<file path="config.mk">
export PLATFORM = sky130hd
export DESIGN_NAME = fb_stream_reader
export DESIGN_NICKNAME = d
export VERILOG_FILES = /design/src/rtl/fb_pkg.sv /design/src/rtl/fb_sync_fifo.sv /design/src/rtl/fb_stream_reader.sv
export SDC_FILE = /design/constraint.sdc
export NUM_CORES = 1
export LEC_CHECK = 0
export ABC_AREA = 1
export CELL_PAD_IN_SITES_DETAIL_PLACEMENT = 1
export CELL_PAD_IN_SITES_GLOBAL_PLACEMENT = 1
export CORE_ASPECT_RATIO = 0.8
export CORE_UTILIZATION = 30
export CTS_CLUSTER_SIZE = 40
export DETAILED_ROUTE_END_ITERATION = 10
export PLACE_DENSITY = 0.57
export SYNTH_ARGS = -nofsm -noshare
export SYNTH_HDL_FRONTEND = slang
export SYNTH_SLANG_ARGS = --single-unit
</file>
<file path="constraint.sdc">
create_clock -name clk -period 7 [get_ports clk]
set_input_delay 2.1 -clock clk [delete_from_list [all_inputs] [get_ports clk]]
set_output_delay 2.1 -clock clk [all_outputs]
set_load 0.1 [all_outputs]
</file>
<file path="src/rtl/fb_pkg.sv">
// fb_pkg: shared definitions for the frame-buffer stream reader.
//   fb_state_e      - reader sequencing states
//   BUF_PORT_W      - width of the buffer index supplied by the switcher
//   fb_buffer_base  - byte base address of a given frame buffer
package fb_pkg;

    typedef enum logic [2:0] {
        ST_IDLE,
        ST_START,
        ST_ISSUE,
        ST_WAIT_CREDIT,
        ST_DRAIN,
        ST_VSYNC
    } fb_state_e;

    localparam int unsigned BUF_PORT_W = 2;

    function automatic logic [31:0] fb_buffer_base(
        input logic [31:0]           frame_base,
        input logic [31:0]           stride,
        input logic [BUF_PORT_W-1:0] port
    );
        return frame_base + stride * {{(32-BUF_PORT_W){1'b0}}, port};
    endfunction

endpackage

</file>
<file path="src/rtl/fb_sync_fifo.sv">
// fb_sync_fifo: show-ahead synchronous FIFO (head word visible on rd_data
// whenever empty is low; rd_en consumes it).
// Ports:
//   clk, reset_n    - clock, synchronous active-low reset (clears pointers)
//   wr_en, wr_data  - write port (ignored when full)
//   rd_en, rd_data  - read/pop port (ignored when empty)
//   used            - current occupancy, 0..DEPTH
//   empty, full     - occupancy flags
// DEPTH must be a power of two.
module fb_sync_fifo #(
    parameter int unsigned WIDTH = 16,
    parameter int unsigned DEPTH = 32
) (
    input  logic                     clk,
    input  logic                     reset_n,
    input  logic                     wr_en,
    input  logic [WIDTH-1:0]         wr_data,
    input  logic                     rd_en,
    output logic [WIDTH-1:0]         rd_data,
    output logic [$clog2(DEPTH):0]   used,
    output logic                     empty,
    output logic                     full
);

    localparam int unsigned AW = $clog2(DEPTH);

    logic [WIDTH-1:0] mem_q [DEPTH];
    logic [AW:0]      wr_ptr_q, wr_ptr_d;
    logic [AW:0]      rd_ptr_q, rd_ptr_d;
    logic             do_wr, do_rd;

    // Pointers carry one extra wrap bit, so the difference is the occupancy.
    assign used    = wr_ptr_q - rd_ptr_q;
    assign empty   = (used == '0);
    assign full    = used[AW];
    assign do_wr   = wr_en & ~full;
    assign do_rd   = rd_en & ~empty;
    assign rd_data = mem_q[rd_ptr_q[AW-1:0]];

    always_comb begin
        wr_ptr_d = wr_ptr_q;
        rd_ptr_d = rd_ptr_q;
        if (do_wr) wr_ptr_d = wr_ptr_q + 1'b1;
        if (do_rd) rd_ptr_d = rd_ptr_q + 1'b1;
    end

    always_ff @(posedge clk) begin
        if (!reset_n) begin
            wr_ptr_q <= '0;
            rd_ptr_q <= '0;
        end else begin
            wr_ptr_q <= wr_ptr_d;
            rd_ptr_q <= rd_ptr_d;
        end
    end

    always_ff @(posedge clk) begin
        if (do_wr) mem_q[wr_ptr_q[AW-1:0]] <= wr_data;
    end

endmodule

</file>
<file path="src/rtl/fb_stream_reader.sv">
// fb_stream_reader: fetches one frame per start from the SDRAM buffer chosen
// by buffer_port using Avalon-MM bursts and emits it as an Avalon-ST pixel
// stream with sop/eop; pulses buffer_vsync when the frame has been delivered.
// Ports:
//   clk, reset_n           - clock, synchronous active-low reset
//   enable                 - start/continue frame fetching
//   buffer_port            - buffer index, sampled once per frame
//   buffer_vsync           - one-cycle frame-complete pulse
//   avm_*                  - Avalon-MM burst read master (registered requests)
//   st_*                   - Avalon-ST pixel source
//   underrun_count         - saturating starvation counter
// Optional feature macro: FB_READER_UNDERRUN_CNT_EN adds underrun_count.
module fb_stream_reader
    import fb_pkg::*;
#(
    parameter logic [31:0] FRAME_BASE    = 32'h0000_0000,
    parameter logic [31:0] BUFFER_STRIDE = 32'h0010_0000,
    parameter int unsigned H_RES         = 640,
    parameter int unsigned V_RES         = 480,
    parameter int unsigned PIXEL_W       = 16,
    parameter int unsigned BURST_LEN     = 8,
    parameter int unsigned FIFO_DEPTH    = 32
) (
    input  logic                         clk,
    input  logic                         reset_n,
    input  logic                         enable,
    input  logic [BUF_PORT_W-1:0]        buffer_port,
    output logic                         buffer_vsync,
    output logic [31:0]                  avm_address,
    output logic                         avm_read,
    output logic [$clog2(BURST_LEN):0]   avm_burstcount,
    input  logic                         avm_waitrequest,
    input  logic [PIXEL_W-1:0]           avm_readdata,
    input  logic                         avm_readdatavalid,
    output logic [PIXEL_W-1:0]           st_data,
    output logic                         st_valid,
    input  logic                         st_ready,
    output logic                         st_sop,
    output logic                         st_eop
`ifdef FB_READER_UNDERRUN_CNT_EN
    ,
    output logic [15:0]                  underrun_count
`endif
);

    localparam int unsigned TOTAL_PIX   = H_RES * V_RES;
    localparam int unsigned N_BURSTS    = TOTAL_PIX / BURST_LEN;
    localparam int unsigned BURST_BYTES = BURST_LEN * PIXEL_W / 8;
    localparam int unsigned CNT_W       = $clog2(TOTAL_PIX + 1);
    localparam int unsigned BC_W        = $clog2(N_BURSTS + 1);
    localparam int unsigned LVL_W       = $clog2(FIFO_DEPTH) + 1;
    localparam int unsigned SUM_W       = LVL_W + 1;
    localparam int unsigned BCNT_W      = $clog2(BURST_LEN) + 1;

    fb_state_e          state_q, state_d;
    logic [31:0]        addr_q, addr_d;
    logic               read_q, read_d;
    logic [BCNT_W-1:0]  bcount_q, bcount_d;
    logic [BC_W-1:0]    bursts_q, bursts_d;
    logic [CNT_W-1:0]   pix_q, pix_d;
    logic [LVL_W-1:0]   outst_q, outst_d;

    logic [LVL_W-1:0]   fifo_used;
    logic               fifo_empty;
    logic               fifo_full;
    logic [PIXEL_W-1:0] fifo_dout;
    logic               accept, pop, last_burst, credit_ok;
    logic [SUM_W-1:0]   level_next;
    logic               unused_fifo_full;

    fb_sync_fifo #(
        .WIDTH (PIXEL_W),
        .DEPTH (FIFO_DEPTH)
    ) u_fifo (
        .clk     (clk),
        .reset_n (reset_n),
        .wr_en   (avm_readdatavalid),
        .wr_data (avm_readdata),
        .rd_en   (pop),
        .rd_data (fifo_dout),
        .used    (fifo_used),
        .empty   (fifo_empty),
        .full    (fifo_full)
    );

    // The credit check keeps the FIFO from ever filling past capacity, so
    // the full flag carries no information here.
    assign unused_fifo_full = fifo_full;

    assign accept     = read_q & ~avm_waitrequest;
    assign st_valid   = ~fifo_empty;
    assign pop        = st_valid & st_ready;
    assign last_burst = (bursts_q == BC_W'(N_BURSTS - 1));

    // Words committed to the FIFO after this edge (stored + in flight),
    // counting a burst accepted now and a pixel popped now. The next burst
    // may go out only if its words will also fit.
    assign level_next = SUM_W'(fifo_used) + SUM_W'(outst_q)
                      + (accept ? SUM_W'(BURST_LEN) : '0)
                      - (pop ? SUM_W'(1) : '0);
    assign credit_ok  = (level_next + SUM_W'(BURST_LEN)) <= SUM_W'(FIFO_DEPTH);

    always_comb begin
        outst_d = outst_q;
        if (accept)            outst_d = outst_d + LVL_W'(BURST_LEN);
        if (avm_readdatavalid) outst_d = outst_d - LVL_W'(1);
    end

    always_comb begin
        state_d  = state_q;
        addr_d   = addr_q;
        read_d   = 1'b0;
        bursts_d = bursts_q;
        pix_d    = pop ? pix_q + CNT_W'(1) : pix_q;
        unique case (state_q)
            ST_IDLE: begin
                if (enable) state_d = ST_START;
            end
            ST_START: begin
                addr_d   = fb_buffer_base(FRAME_BASE, BUFFER_STRIDE, buffer_port);
                bursts_d = '0;
                pix_d    = '0;
                read_d   = 1'b1;
                state_d  = ST_ISSUE;
            end
            ST_ISSUE: begin
                if (accept) begin
                    addr_d   = addr_q + 32'(BURST_BYTES);
                    bursts_d = bursts_q + BC_W'(1);
                    if (last_burst)     state_d = ST_DRAIN;
                    else if (credit_ok) read_d  = 1'b1;
                    else                state_d = ST_WAIT_CREDIT;
                end else begin
                    read_d = 1'b1;
                end
            end
            ST_WAIT_CREDIT: begin
                if (credit_ok) begin
                    read_d  = 1'b1;
                    state_d = ST_ISSUE;
                end
            end
            ST_DRAIN: begin
                if (pop && pix_q == CNT_W'(TOTAL_PIX - 1)) state_d = ST_VSYNC;
            end
            ST_VSYNC: begin
                addr_d  = '0;
                state_d = enable ? ST_START : ST_IDLE;
            end
            default: state_d = ST_IDLE;
        endcase
        bcount_d = read_d ? BCNT_W'(BURST_LEN) : '0;
    end

    always_ff @(posedge clk) begin
        if (!reset_n) begin
            state_q  <= ST_IDLE;
            addr_q   <= '0;
            read_q   <= 1'b0;
            bcount_q <= '0;
            bursts_q <= '0;
            pix_q    <= '0;
            outst_q  <= '0;
        end else begin
            state_q  <= state_d;
            addr_q   <= addr_d;
            read_q   <= read_d;
            bcount_q <= bcount_d;
            bursts_q <= bursts_d;
            pix_q    <= pix_d;
            outst_q  <= outst_d;
        end
    end

    assign avm_address    = addr_q;
    assign avm_read       = read_q;
    assign avm_burstcount = bcount_q;
    assign buffer_vsync   = (state_q == ST_VSYNC);
    assign st_data        = st_valid ? fifo_dout : '0;
    assign st_sop         = st_valid & (pix_q == '0);
    assign st_eop         = st_valid & (pix_q == CNT_W'(TOTAL_PIX - 1));

`ifdef FB_READER_UNDERRUN_CNT_EN
    logic [15:0] underrun_q, underrun_d;
    logic        starving;

    // Starvation only counts once the frame has produced its first pixel.
    assign starving = (state_q == ST_ISSUE || state_q == ST_WAIT_CREDIT ||
                       state_q == ST_DRAIN) && st_ready && fifo_empty &&
                      (pix_q != '0);

    always_comb begin
        underrun_d = underrun_q;
        if (starving && underrun_q != '1) underrun_d = underrun_q + 16'd1;
    end

    always_ff @(posedge clk) begin
        if (!reset_n) underrun_q <= '0;
        else          underrun_q <= underrun_d;
    end

    assign underrun_count = underrun_q;
`endif

endmodule

</file>
* Word level (Yosys, flattened, before mapping)
Memories as Yosys holds them, arrays and structs flattened. A register that Yosys moved wholly into a read port is not among the register bits.
Cells that the tools add are included.
** Operators by class
- Add/subtract/negate cells :: 12
- Order comparisons :: 1
- Equality and inequality tests :: 12
- Multiplexer cells :: 26
- Bitwise operators :: 10
- Reduce and logical (&&, ||, !) cells :: 10
** Operators with widths (count)
- 32-bit one-hot mux with 3 select lines :: 1
- 32-bit by 5-bit adder with 32-bit output (second input constant) :: 1
- 16-bit two-way mux :: 2
- 32-bit two-way mux :: 1
- 16-bit one-hot mux with 2 select lines :: 1
- 19-bit by 1-bit adder with 19-bit output (second input constant) :: 1
- 19-bit equality test (second input constant) :: 1
- 19-bit logical NOT :: 1
- 3-bit two-way mux :: 6
- 3-bit one-hot mux with 6 select lines :: 1
- 16-bit by 1-bit adder with 16-bit output (second input constant) :: 1
- 16-bit equality test (second input constant) :: 1
- 6-bit by 1-bit adder with 6-bit output (second input constant) :: 2
- 6-bit two-way mux :: 2
- 5-bit two-way mux :: 2
- 4-bit two-way mux :: 2
- 2-bit != test (second input constant) :: 4
- 6-bit by 6-bit adder with 7-bit output :: 1
- 7-bit by 4-bit adder with 7-bit output :: 1
- 7-bit by 4-bit adder with 7-bit output (second input constant) :: 1
- 7-bit by 6-bit <= comparator with 1-bit output (second input constant) :: 1
- 1-bit two-way mux :: 7
- 7-bit by 1-bit subtractor with 7-bit output :: 1
- 6-bit by 4-bit adder with 6-bit output (second input constant) :: 1
- 17 further kinds :: 28
** Storage, ports and cells
- Flip-flop bits (word level) :: 93
- Memory bits (writable) :: 512
- Input bits :: 24
- Output and inout bits :: 57
- Logic and storage cells :: 81
- Memories :: 1
** Memory list
- u_fifo.mem_q :: depth 32, bits a word 16, read ports 1, clocked after memory_dff 1, wr ports 1, RTL line fb_sync_fifo.sv:27 : logic [WIDTH-1:0] mem_q [DEPTH];

* Longest topological paths before layout
Gate-level depths: netlist (run 1).
- Depth in word-level cells :: 13
- Gate-level depth with buffers :: 31
- Gate-level depth less buffers :: 30

* Hierarchy
Synthesis (run 1) repeated with hierarchy kept, for this count alone.
** Second synthesis, totals
- Cell total of the unflattened synthesis :: 2441
- Area total of the unflattened synthesis :: 26050.0 um2
** By module, submodules not included
- fb_sync_fifo :: times used 1, cells an instance 1746, area each 21463.1 um2, sequential area each 15715.1 um2
- fb_stream_reader :: times used 1, cells an instance 695, area each 4586.9 um2, sequential area each 1461.4 um2

* Least setup slack after synthesis (run 1)
No wires, ideal clock.
- Kind :: register -> output
- Start :: reg u_fifo.wr_ptr_q[0]
- End :: out st_data[10]
- Arrival :: 4.205 ns
- Setup slack :: 0.695 ns
- Cell stages (with the launch flop) :: 14
- Buffers on the path :: 1
- Cell sequence :: dfxtp_1 -> inv_1 -> ha_1 -> inv_1 -> fa_1 -> inv_1 -> nand2_1 -> a21oi_1 -> nand3_1 -> nor2_1 -> nand2_2 -> inv_2 -> buf_2 -> nor3_1
** On the way
- Longest elaborated chain between the ends :: 3
** Ends and longest elaborated chain
- start, declared :: RTL line fb_sync_fifo.sv:28 : logic [AW:0] wr_ptr_q, wr_ptr_d;
- start signal, assigned :: RTL line fb_sync_fifo.sv:52 : wr_ptr_q <= wr_ptr_d;
- 6-bit subtractor :: RTL line fb_sync_fifo.sv:33 : assign used = wr_ptr_q - rd_ptr_q;
- 6-bit logical NOT :: RTL line fb_sync_fifo.sv:34 : assign empty = (used == '0);
- 16-bit two-way mux :: RTL line fb_stream_reader.sv:179 : assign st_data = st_valid ? fifo_dout : '0;
- end, declared :: RTL line fb_stream_reader.sv:35 : output logic [PIXEL_W-1:0] st_data,
No other way between the ends.

* Worst setup path in the final report (run 1)
- Start :: reg u_fifo.wr_ptr_q[0]
- End :: out st_sop
** On the way
- Longest elaborated chain between the ends :: 4
** Ends and longest elaborated chain
- 6-bit subtractor :: RTL line fb_sync_fifo.sv:33
- 6-bit logical NOT :: RTL line fb_sync_fifo.sv:34
- 1-bit inverter :: RTL line fb_stream_reader.sv:91 : assign st_valid = ~fifo_empty;
- 1-bit bitwise AND :: RTL line fb_stream_reader.sv:180 : assign st_sop = st_valid & (pix_q == '0);
- end, declared :: RTL line fb_stream_reader.sv:38 : output logic st_sop,
No other way between the ends.

==> out/summary.md, run 1 <==
The overall overflow remaining after global route is 0, and the total design power is 10.20 mW. The worst hold path was traced through 2 stages. Each instance of the synthesized netlist takes up on average 10.60 um^2. The post-CTS clock slew at the launch and capture registers of the worst setup and hold paths is 0.06 ns.

Setup slack closes at 0.8972 ns. Once detail routing completed, the nets flagged for antenna violations numbered 0. The tools report the count of distinct cell types in the synthesized netlist as 40. The number of cells traversed by the worst register-to-register path is 28. The tools report the hold slack as 0.4956 ns. Final-report max-slew violation count: 0. Type of destination of the critical path: a primary output. After the last flow step, the layout net total stands at 2574. The number of buffers added for setup after CTS is 0.

Total track usage: 0.1822. Counting every sink on the clock net gives 602. In this run, synthesis inferred 512 flip-flops with an integrated enable. The number of global-route vias before repair was 19317. The layout cell share with drive strength beyond 1 is 0.08665.

The launching element type of the critical path is a flop. CTS built an H-tree with a depth of 3. The share of the synthesized netlist area taken by xor and xnor gates works out to 0.005423. Setup repair after global routing left no endpoint under its margin. The slack of the worst reg-to-reg path came out at 1.71 ns. The critical path in this run is classified as reg -> out. After filler insertion, the fill cell instance count of the layout stands at 9364. In this run the cell area of the synthesized design comes to 25840 um^2. The most used flip-flop cell after synthesis is edfxtp_1. Routability congestion estimate: 0.8144. The clock passes through at most 3 buffers. The commonest cells after synthesis are nand2_1, edfxtp_1, nand3_1, a21oi_1, inv_1.

Worst path required time: 4.90 ns. In this run the static leakage power is 10.71 nW. The maximum clock rate was 0.1639 GHz.

The share of the synthesized area in the top cell type works out to 0.5949. The fraction of the mapped netlist area in compound gates came out at 0.07243. The effective utilization at floorplan came out at 0.3054.

TritonCTS built the clock tree. The final-layout setup total negative slack was 0 ns; the routed wire length per instance was 21.49 um. Clock tree synthesis selected as its root buffer the cell clkbuf_16. Sorting the synthesized cells by area gives the leading types as edfxtp_1, nand2_1, dfxtp_1. The maximum number of pins on one net before global-route repair was 105; the sequential cell area fraction in the yosys report was 0.6647. The peak fanout along the critical path was 18; the setup clock skew after layout was 0.02209 ns. Most common cell in the synthesized netlist: nand2_1. The tools report the finished layout cell area as 30160 um^2.

The ratio of routed vias to standard cells was 5.065; the number of hold violations in the final report was 0. The number of antenna violations at the first check in global routing was 2. The path class of the tightest hold or removal check is reg -> reg. Synthesis produced a netlist whose cell count is 2437. The tool flagged a number of max-cap violations equal to 0. For the sum of routed wire length over all layers, the log shows 79.09 mm. Counting I/O delays and the setup requirement, the final critical path takes 6.103 ns. STA puts the critical path data arrival time at 4.00 ns. The share of flip-flops with an asynchronous set or reset was 0; the length of the first detailed-routing pass in iterations was 5. During placement, the flow inserted port buffers numbering 73. Counting the buffers created by CTS gives 68. After clock tree synthesis, the repair step resized 0 gates. The count of hold buffers inserted by post-cts repair came out at 0. The placeable core region came out at 84630 um^2.

After legalization and detailed placement, the total HPWL measured 47.85 mm. The number of primary I/O pins is 81. The worst setup timing slack at the placement stage was 0.7496 ns. The run finished with clean final reports. The count of warnings emitted by yosys was 0; the transition time at the pin with the least slew margin was 1.251 ns.

The area enclosed by the die boundary was 87330 um^2; the simple-gate area share of the yosys netlist was 0.1974. The main combinational cell family by area after synthesis is simple AND/OR/NAND/NOR gates. IR analysis of the VDD net gives a maximum drop of 0.0001796 V. The adder and majority cell fraction of the synthesized area works out to 0.01908.

In this run, the number of DRC markers left after iteration 0 of detailed routing was 1246. The logs give 120.2 mm for the global-route wire length before repair and 27930 um^2 for the post-detailed-placement cell area. For the worst-skew pair, the clock arrives at the later sink with an insertion delay of 0.63 ns. The height of the die was 264.5 um; the areal power density over the cells was 338.3 nW/um^2.

The floorplan step set the die width to 330.1 um. The floorplan has 95 rows. The share of synthesized area spent on multiplexers works out to 0. edfxtp_1 takes more of the synthesized area than any other cell.

The layout overhead on the synthesized area was 16.70%. The final critical-path share of the clock period works out to 0.8718. The number of endpoints failing setup at the final stage was 0. The synthesized design contains 602 register bits. The final route contains 18638 vias. The run gives 0 as the DRC violation count after routing.

The tools report the normalized max-slew margin as 0.1651.
[cells by family (layout without fill, tap and decap cells)]
| family | after synthesis | in the layout |
|---|---|---|
| simple gates | 1178 | 1178 |
| flops | 602 | 602 |
| compound gates | 338 | 338 |
| buf+inv | 265 | 384 |
| fa+ha+maj | 37 | 37 |
| xor+xnor | 16 | 16 |
| other cells | 1 | 10 |
[report_power, final]
part           switching (mW)  internal (mW)
combinational            1.84          0.656
clock                    1.51           2.13
sequential             0.0860           3.98
total                    3.44           6.77
[routing by layer]
layer | track usage | vias to the layer above | part of all wire
li1 | - | 8686 | -
met2 | 0.2915 | 368 | 0.46
met5 | 0 | - | 0
met3 | 0.03285 | 111 | 0.047
met1 | 0.2513 | 9473 | 0.46
met4 | 0.05256 | 0 | 0.025
[through the flow]
step	instances	util
floorplan	2443	-
global placement	3558	0.3300
detailed placement	3558	0.3300
CTS	3677	0.3563
global route	3678	0.3563
finish	3680	0.3563
[layout by cell type (no fill, tap or decap), drive strengths merged, types with 8 or more instances in the layout]
master,count
nor3,58
xor2,14
nor2,108
bufinv,8
ha,33
edfxtp,512
dfxtp,90
inv,139
nand3,329
nand2,645
nand4,21
clkdlybuf4s50,53
buf,78
a21oi,226
clkbuf,85
clkinv,20
o21ai,39
a22oi,57
[sequential cells by signal, summed over array words and instances (netlist names), named ones only]
name,flops
u_fifo.wr_ptr_q,6
avm_burstcount,1
u_fifo.rd_ptr_q,6
outst_q,6
avm_address,28
u_fifo.mem_q,512
pix_q,19
bursts_q,16
state_q,3
[cell type report]
cell class	instances	area, um^2	share of cell area
diodes	3	7.507	0.0002489
clock buffers	85	1797	0.05958
clock inverters	34	425.4	0.01411
inverters	134	513.0	0.01701
multi-input cells	1576	7679	0.2546
flip-flops and latches	602	17190	0.5698
well taps	1115	1395	0.04626
repair buffers	131	1156	0.03834
[worst max-delay path, stage by stage (launching register included)]
cell,delay (ns)
dfxtp_1,0.39
inv_1,0.13
ha_1,0.20
inv_1,0.11
fa_1,0.43
inv_1,0.09
nand2_1,0.05
a21oi_1,0.13
nand3_1,0.09
nor2_1,0.11
nand2_2,0.11
inv_2,0.42
nor2_1,0.13
clkdlybuf4s50_1,0.99
[path summary, 6_finish.rpt]
path / startpoint / endpoint
worst min-delay path: bursts_q[10]$_SDFFE_PN0P_ / bursts_q[10]$_SDFFE_PN0P_
worst max register to register: u_fifo.wr_ptr_q[0]$_SDFFE_PN0P_ / state_q[1]$_SDFFE_PN0P_
worst max-delay path: u_fifo.wr_ptr_q[0]$_SDFFE_PN0P_ / st_sop
worst min register to register: bursts_q[10]$_SDFFE_PN0P_ / bursts_q[10]$_SDFFE_PN0P_
Note: power is estimated with default switching activity, not from simulation.
==> inputs of run 2 (changes only) <==
Settings changed: CORE_ASPECT_RATIO 0.8 to not set, PLACE_DENSITY 0.57 to 0.55.
==> out/summary.md, run 2 (synthesis gave the netlist of run 1 again) <==
The run finished with clean final reports. The area enclosed by the die boundary is 87320 um^2 (was 87330 um^2). Worst setup path category: reg -> out (unchanged).

The static leakage is 10.76 nW (was 10.71 nW), and the max-cap violation count is 0 (unchanged). The routability congestion estimate was 0.7734 (was 0.8144); the number of nets with antenna violations after routing was 0 (unchanged). The tools report the number of buffers created by CTS as 72 (was 68).

The number of endpoints failing setup at the final stage was 0 (unchanged). The final critical-path share of the clock period is 0.8764 (was 0.8718), and the areal power density over the cells is 335.9 nW/um^2 (was 338.3 nW/um^2). The tools report the met3 capacity usage during global routing as 0.02789 (was 0.03285).

The number of antenna violations at the first check in global routing is 1 (was 2). The number of buffers between clock root and the deepest sink is 3 (unchanged), and the count of port buffers added during placement is 73 (unchanged). The effective utilization at floorplan came out at 0.3030 (was 0.3054).

The run gives 6.704 mW (was 6.766 mW) as the internal power. The floorplan die width is 295.5 um (was 330.1 um), and the number of nets in the finished design is 2578 (was 2574). For the length of the first detailed-routing pass in iterations, the log shows 5 (unchanged). The run gives 107 (was 105) as the maximum number of pins on one net before global-route repair. The post-CTS clock slew at the launch and capture registers of the worst setup and hold paths is 0.06 ns (about the same), and the overall overflow remaining after global route is 0 (unchanged). The fraction of met1 tracks used by global routing was 0.2401 (was 0.2513). Met2 routing resource usage after global routing: 0.2993 (was 0.2915).

The run gives 1035 (was 1246) as the initial detailed-routing violation count. The routed wire length per instance works out to 20.89 um (was 21.49 um). For the post-cts repair resize count, the log shows 0 (unchanged).

The height of the die came out at 295.5 um (was 264.5 um). The tools report the launching element type of the critical path as a flop (unchanged). The tools report the worst path arrival time as 4.04 ns (was 4.00 ns). Setup repair after global routing left no endpoint under its margin. Switching power: 3.467 mW (was 3.436 mW).

The share of total power in combinational logic is 0.245 (about the same). The run gives 0.62 ns (was 0.63 ns) as the clock insertion delay at the later pin of the skew report. The normalized max-slew margin was 0.1006 (was 0.1651). Number of fillers in the final layout: 9449 (was 9364).

The path type of the worst min-delay path is reg -> reg (unchanged). For the slack of the worst reg-to-reg path, the log shows 1.74 ns (was 1.71 ns). Highest-count cells in the layout ignoring fill and taps: nand2_1, edfxtp_1, nand3_1, a21oi_1, inv_1 (unchanged). The placeable core region was 85280 um^2 (was 84630 um^2); the number of primary I/O pins was 81 (unchanged).

The number of placement rows was 107 (was 95); the peak fanout along the critical path was 101 (was 18). The maximum clock rate is 0.1630 GHz (was 0.1639 GHz), and the number of global-route vias before repair is 19402 (was 19317). The tools report the final-layout setup total negative slack as 0 ns (unchanged). The utilization after layout was 0.3551 (was 0.3563); the number of hold violations in the final report was 0 (unchanged). For the total track usage, the log shows 0.1790 (was 0.1822). The DRC violation count after routing was 0 (unchanged). Leading cell type in the layout, fill and taps excluded: nand2_1 (unchanged). The transition time at the pin with the least slew margin was 1.348 ns (was 1.251 ns); the setup clock skew after layout was 0.02808 ns (was 0.02209 ns). The worst vdd rail ir drop came out at 0.0002680 V (was 0.0001796 V).

The shortest period the worst path allows works out to 6.135 ns (was 6.103 ns). Ratio of routed vias to standard cells: 5.012 (was 5.065). The number of buffers added for setup after CTS is 0 (unchanged). The sum of routed wire length over all layers is 77.66 mm (was 79.09 mm). Net switching fraction of the power: 0.3409 (was 0.3368). TritonCTS built the clock tree.

The layer with the highest usage is met2 (unchanged). Type of destination of the critical path: a primary output (unchanged). The layout cell share with drive strength beyond 1 was 0.08900 (was 0.08665); the sink count of the clock tree was 602 (unchanged). The count of hold buffers inserted by post-cts repair was 0 (unchanged). The routed via count was 18629 (was 18638); the estimated wirelength of the detail-placed design was 46.87 mm (was 47.85 mm).

Buffer type at the clock tree root: clkbuf_16 (unchanged). The number of flip-flops in the largest register was 512 (unchanged); the number of antenna repair diodes was 0 (was 3). The run gives 0 (unchanged) as the final-report max-slew violation count. For the global-route wire length before repair, the log shows 118.9 mm (was 120.2 mm). Total design power: 10.17 mW (was 10.20 mW). The run gives 0.355 (was 0.357) as the clock network fraction of total power.

The layout overhead on the synthesized area works out to 17.18% (was 16.70%). Proportion of power drawn by flip-flops and latches: 0.400 (was 0.398). For the worst path required time, the log shows 4.90 ns (about the same).

The depth of the CTS H-tree is 3 (unchanged).
-- run 2: cell types whose count changed in the layout (fill, tap and decap cells not counted), moves of 3 or more --
cell,before,now
clkbuf_16,69,73
buf_12,4,7
clkinv_2,7,16
diode_2,3,0
bufinv_16,8,3
buf_4,70,67
clkdlybuf4s50_1,53,57
buf_2,4,0
-- run 2: layout make-up --
| type | instances | area, um^2 | share of cell area |
|---|---|---|---|
| clock buffers | 89 | 1897 | 0.06264 |
| clock inverters | 41 | 364.1 | 0.01202 |
| inverters | 134 | 513.0 | 0.01694 |
| multi-input cells | 1576 | 7679 | 0.2536 |
| flip-flops and latches | 602 | 17190 | 0.5675 |
| well taps | 1144 | 1431 | 0.04727 |
| repair buffers | 131 | 1214 | 0.04008 |
-- run 2: worst paths after layout --
kind | depth (start not counted) | end | start
worst max-delay path | 10 | st_data[10] | flop
worst min-delay path | 2 | u_fifo.rd_ptr_q[5]$_SDFFE_PN0P_ | u_fifo.rd_ptr_q[5]$_SDFFE_PN0P_
worst max register to register | 28 | state_q[1]$_SDFFE_PN0P_ | u_fifo.wr_ptr_q[0]$_SDFFE_PN0P_
worst min register to register | 2 | u_fifo.rd_ptr_q[5]$_SDFFE_PN0P_ | u_fifo.rd_ptr_q[5]$_SDFFE_PN0P_
-- run 2: worst max-delay path, cell delays in order, from the launching register on --
cell and delay [ns]:
dfxtp_4 0.61, inv_8 0.59, buf_12 0.30, buf_12 0.26, nand2_1 0.08, nand3_1 0.08
nand3_1 0.11, nand3_1 0.18, a21oi_1 0.08, nor3_1 0.56, buf_4 0.41
-- run 2: metrics by stage --
stage	area, um^2	setup WS (ns)	std cells	hold WS, ns
floorplan	25860	0.6948	2443	0.4552
global placement	28020	1.006	3587	0.4721
detailed placement	28020	0.9171	3587	0.4822
CTS	30280	0.7510	3717	0.4902
global route	30280	0.5667	3717	0.5150
finish	30280	0.8649	3717	0.4875
-- run 2: metal layers --
layer  part of all wire  wire, um  up-vias
li1                   -         -     8711
met1               0.46     35680     9439
met2               0.48     37070      372
met3              0.042      3244      107
met4              0.021      1668        0
met5                  0         0        -
-- run 2: power by group through the flow --
stage                     clock, mW  combinational [mW]  sequential, mW
after floorplan                   0                1.75            4.13
after global placement            0                2.45            4.14
after detailed placement          0                2.51            4.15
after CTS                      3.70                2.52            4.07
after global routing           3.83                2.76            4.08
final                          3.61                2.49            4.07
==> inputs of run 3 (changes only) <==
Settings changed: PLACE_DENSITY 0.55 to not set, PLACE_DENSITY_LB_ADDON set to 0.1.
==> out/summary.md, run 3 (synthesis gave the netlist of run 1 again) <==
For the met1 wire length, the log shows 37.76 mm (was 35.68 mm). Highest-count cells in the layout ignoring fill and taps: nand2_1, edfxtp_1, nand3_1, a21oi_1, inv_1 (unchanged). The leading cell type in the layout, fill and taps excluded is nand2_1 (unchanged).

Setup repair after global routing left no endpoint under its margin. The layout overhead on the synthesized area is 17.23% (was 17.18%). The launching element type of the critical path is a flop (unchanged). The max-cap violation count was 0 (unchanged). Maximum clock rate: 0.1657 GHz (was 0.1630 GHz). The path type of the worst min-delay path was reg -> reg (unchanged). The number of hold violations in the final report came out at 0 (unchanged). The normalized max-slew margin was 0.2518 (was 0.1006); the depth of the CTS H-tree was 3 (unchanged).

The number of nets in the finished design is 2582 (was 2578). The run gives 18567 (was 18629) as the routed via count. The height of the die is 295.5 um (unchanged). The effective utilization at floorplan is 0.3030 (unchanged). The shortest period the worst path allows is 6.035 ns (was 6.135 ns), and the placeable core region is 85280 um^2 (unchanged). The count of hold buffers inserted by post-cts repair is 0 (unchanged), and the static leakage is 10.77 nW (was 10.76 nW). The peak fanout along the critical path is 18 (was 101).

The buffer type at the clock tree root is clkbuf_16 (unchanged). Estimated wirelength of the detail-placed design: 47.57 mm (was 46.87 mm). Type of destination of the critical path: a primary output (unchanged). The sink count of the clock tree was 602 (unchanged); the number of fillers in the final layout was 9453 (was 9449).

The number of nets with antenna violations after routing is 0 (unchanged), and the length of the first detailed-routing pass in iterations is 5 (unchanged). The worst path arrival time came out at 3.93 ns (was 4.04 ns). The post-CTS clock slew at the launch and capture registers of the worst setup and hold paths is 0.06 ns (about the same), and the number of primary I/O pins is 81 (unchanged). The worst setup path category is reg -> out (unchanged).

The floorplan die width is 295.5 um (unchanged). Count of port buffers added during placement: 73 (unchanged). For the wire length on met2, the log shows 39.22 mm (was 37.07 mm). The worst vdd rail ir drop was 0.0002967 V (was 0.0002680 V). TritonCTS built the clock tree. The area enclosed by the die boundary is 87320 um^2 (unchanged). The run gives 0.02501 ns (was 0.02808 ns) as the setup clock skew after layout. The initial detailed-routing violation count is 1064 (was 1035), and the routed wire length per instance is 22.01 um (was 20.89 um). The tools report the routability congestion estimate as 0.7666 (was 0.7734). The clock insertion delay at the later pin of the skew report was 0.62 ns (about the same).

The logs give 0 (unchanged) for the post-cts repair resize count and 73 (was 72) for the number of buffers created by CTS. The number of buffers added for setup after CTS was 0 (unchanged); the final critical-path share of the clock period was 0.8621 (was 0.8764). The flow ran to the end, and the final reports show no timing, DRC or antenna violations. The global-route wire length before repair is 122.8 mm (was 118.9 mm), and the number of global-route vias before repair is 19307 (was 19402). Uppermost layer routed: met4 (unchanged). The areal power density over the cells works out to 336.7 nW/um^2 (was 335.9 nW/um^2). The ratio of routed vias to standard cells works out to 4.984 (was 5.012). The layout cell share with drive strength beyond 1 works out to 0.09109 (was 0.08900). Overall overflow remaining after global route: 0 (unchanged). The maximum number of pins on one net before global-route repair came out at 139 (was 107).

For the number of endpoints failing setup at the final stage, the log shows 0 (unchanged). The total track usage is 0.1890 (was 0.1790), and the number of antenna violations at the first check in global routing is 0 (was 1). The tools report the final-report max-slew violation count as 0 (unchanged). The transition time at the pin with the least slew margin is 1.121 ns (was 1.348 ns). The logs give 0.5000 ns (was 0.4875 ns) for the hold slack and 82.00 mm (was 77.66 mm) for the sum of routed wire length over all layers.

The final-layout setup total negative slack was 0 ns (unchanged); the met3 wire length was 3.275 mm (was 3.244 mm). The DRC violation count after routing came out at 0 (unchanged). The tools report the worst path required time as 4.90 ns (about the same). The number of flip-flops in the largest register is 512 (unchanged). The run gives 107 (unchanged) as the number of placement rows. The number of buffers between clock root and the deepest sink was 3 (unchanged).
-- run 3: cell types whose count changed in the layout (fill, tap and decap cells not counted), moves of 2 or more --
cell | before | now
inv_6 | 2 | 4
clkbuf_8 | 1 | 3
clkinv_4 | 2 | 0
buf_2 | 0 | 4
clkinv_1 | 13 | 20
clkinv_2 | 16 | 14
buf_12 | 7 | 5
clkdlybuf4s50_1 | 57 | 53
buf_4 | 67 | 72
-- run 3: cell type report --
type                            count  area [um^2]  share of cell area
Antenna cell                        1        2.502          0.00008260
Clock buffer                       90         1921             0.06340
Clock inverter                     44        365.4             0.01206
Inverter                          134        515.5             0.01702
Multi-Input combinational cell   1576         7681              0.2535
Sequential cell                   602        17190              0.5673
Tap cell                         1144         1431             0.04725
Timing Repair Buffer              134         1191             0.03932
-- run 3: routing by layer --
metal / vias up / global-route usage
met4: 0 / 0.04878
met2: 329 / 0.3187
li1: 8713 / -
met5: - / 0
met1: 9420 / 0.2526
met3: 105 / 0.02917
-- run 3: worst paths after layout --
check / start / to / slack, ns / cells past startpoint
max: u_fifo.wr_ptr_q[0]$_SDFFE_PN0P_ / st_sop / 0.97 / 13
min reg2reg: u_fifo.rd_ptr_q[5]$_SDFFE_PN0P_ / u_fifo.rd_ptr_q[5]$_SDFFE_PN0P_ / 0.50 / 2
max reg2reg: u_fifo.wr_ptr_q[0]$_SDFFE_PN0P_ / state_q[1]$_SDFFE_PN0P_ / 2.14 / 28
min: u_fifo.rd_ptr_q[5]$_SDFFE_PN0P_ / u_fifo.rd_ptr_q[5]$_SDFFE_PN0P_ / 0.50 / 2
-- run 3: power by group --
part,internal (mW),total [mW],switching (mW)
Sequential,3.98,4.04,0.0605
Clock,2.08,3.64,1.56
Combinational,0.661,2.52,1.86
-- run 3: per-stage QoR --
| step | utilization | power, mW | instances | setup slack [ns] | instance area [um^2] |
|---|---|---|---|---|---|
| floorplan | - | 5.878 | 2443 | 0.6948 | 25860 |
| finish | 0.3552 | 10.20 | 3725 | 0.9651 | 30300 |
| CTS | 0.3552 | 10.36 | 3724 | 0.8648 | 30290 |
| global route | 0.3552 | 10.71 | 3724 | 0.6685 | 30290 |
| global placement | 0.3284 | 6.624 | 3590 | 1.336 | 28010 |
| detailed placement | 0.3284 | 6.676 | 3590 | 1.266 | 28010 |
-- run 3: worst max-delay path, cell delays in order (launching register included) --
cell             delay (ns)
dfxtp_1                0.37
inv_1                  0.12
ha_1                   0.19
inv_1                  0.10
fa_1                   0.43
inv_1                  0.09
nand2_1                0.05
a21oi_1                0.12
nand3_1                0.09
nor2_1                 0.12
nand2_2                0.11
inv_2                  0.45
nor2_1                 0.11
clkdlybuf4s50_1        0.98
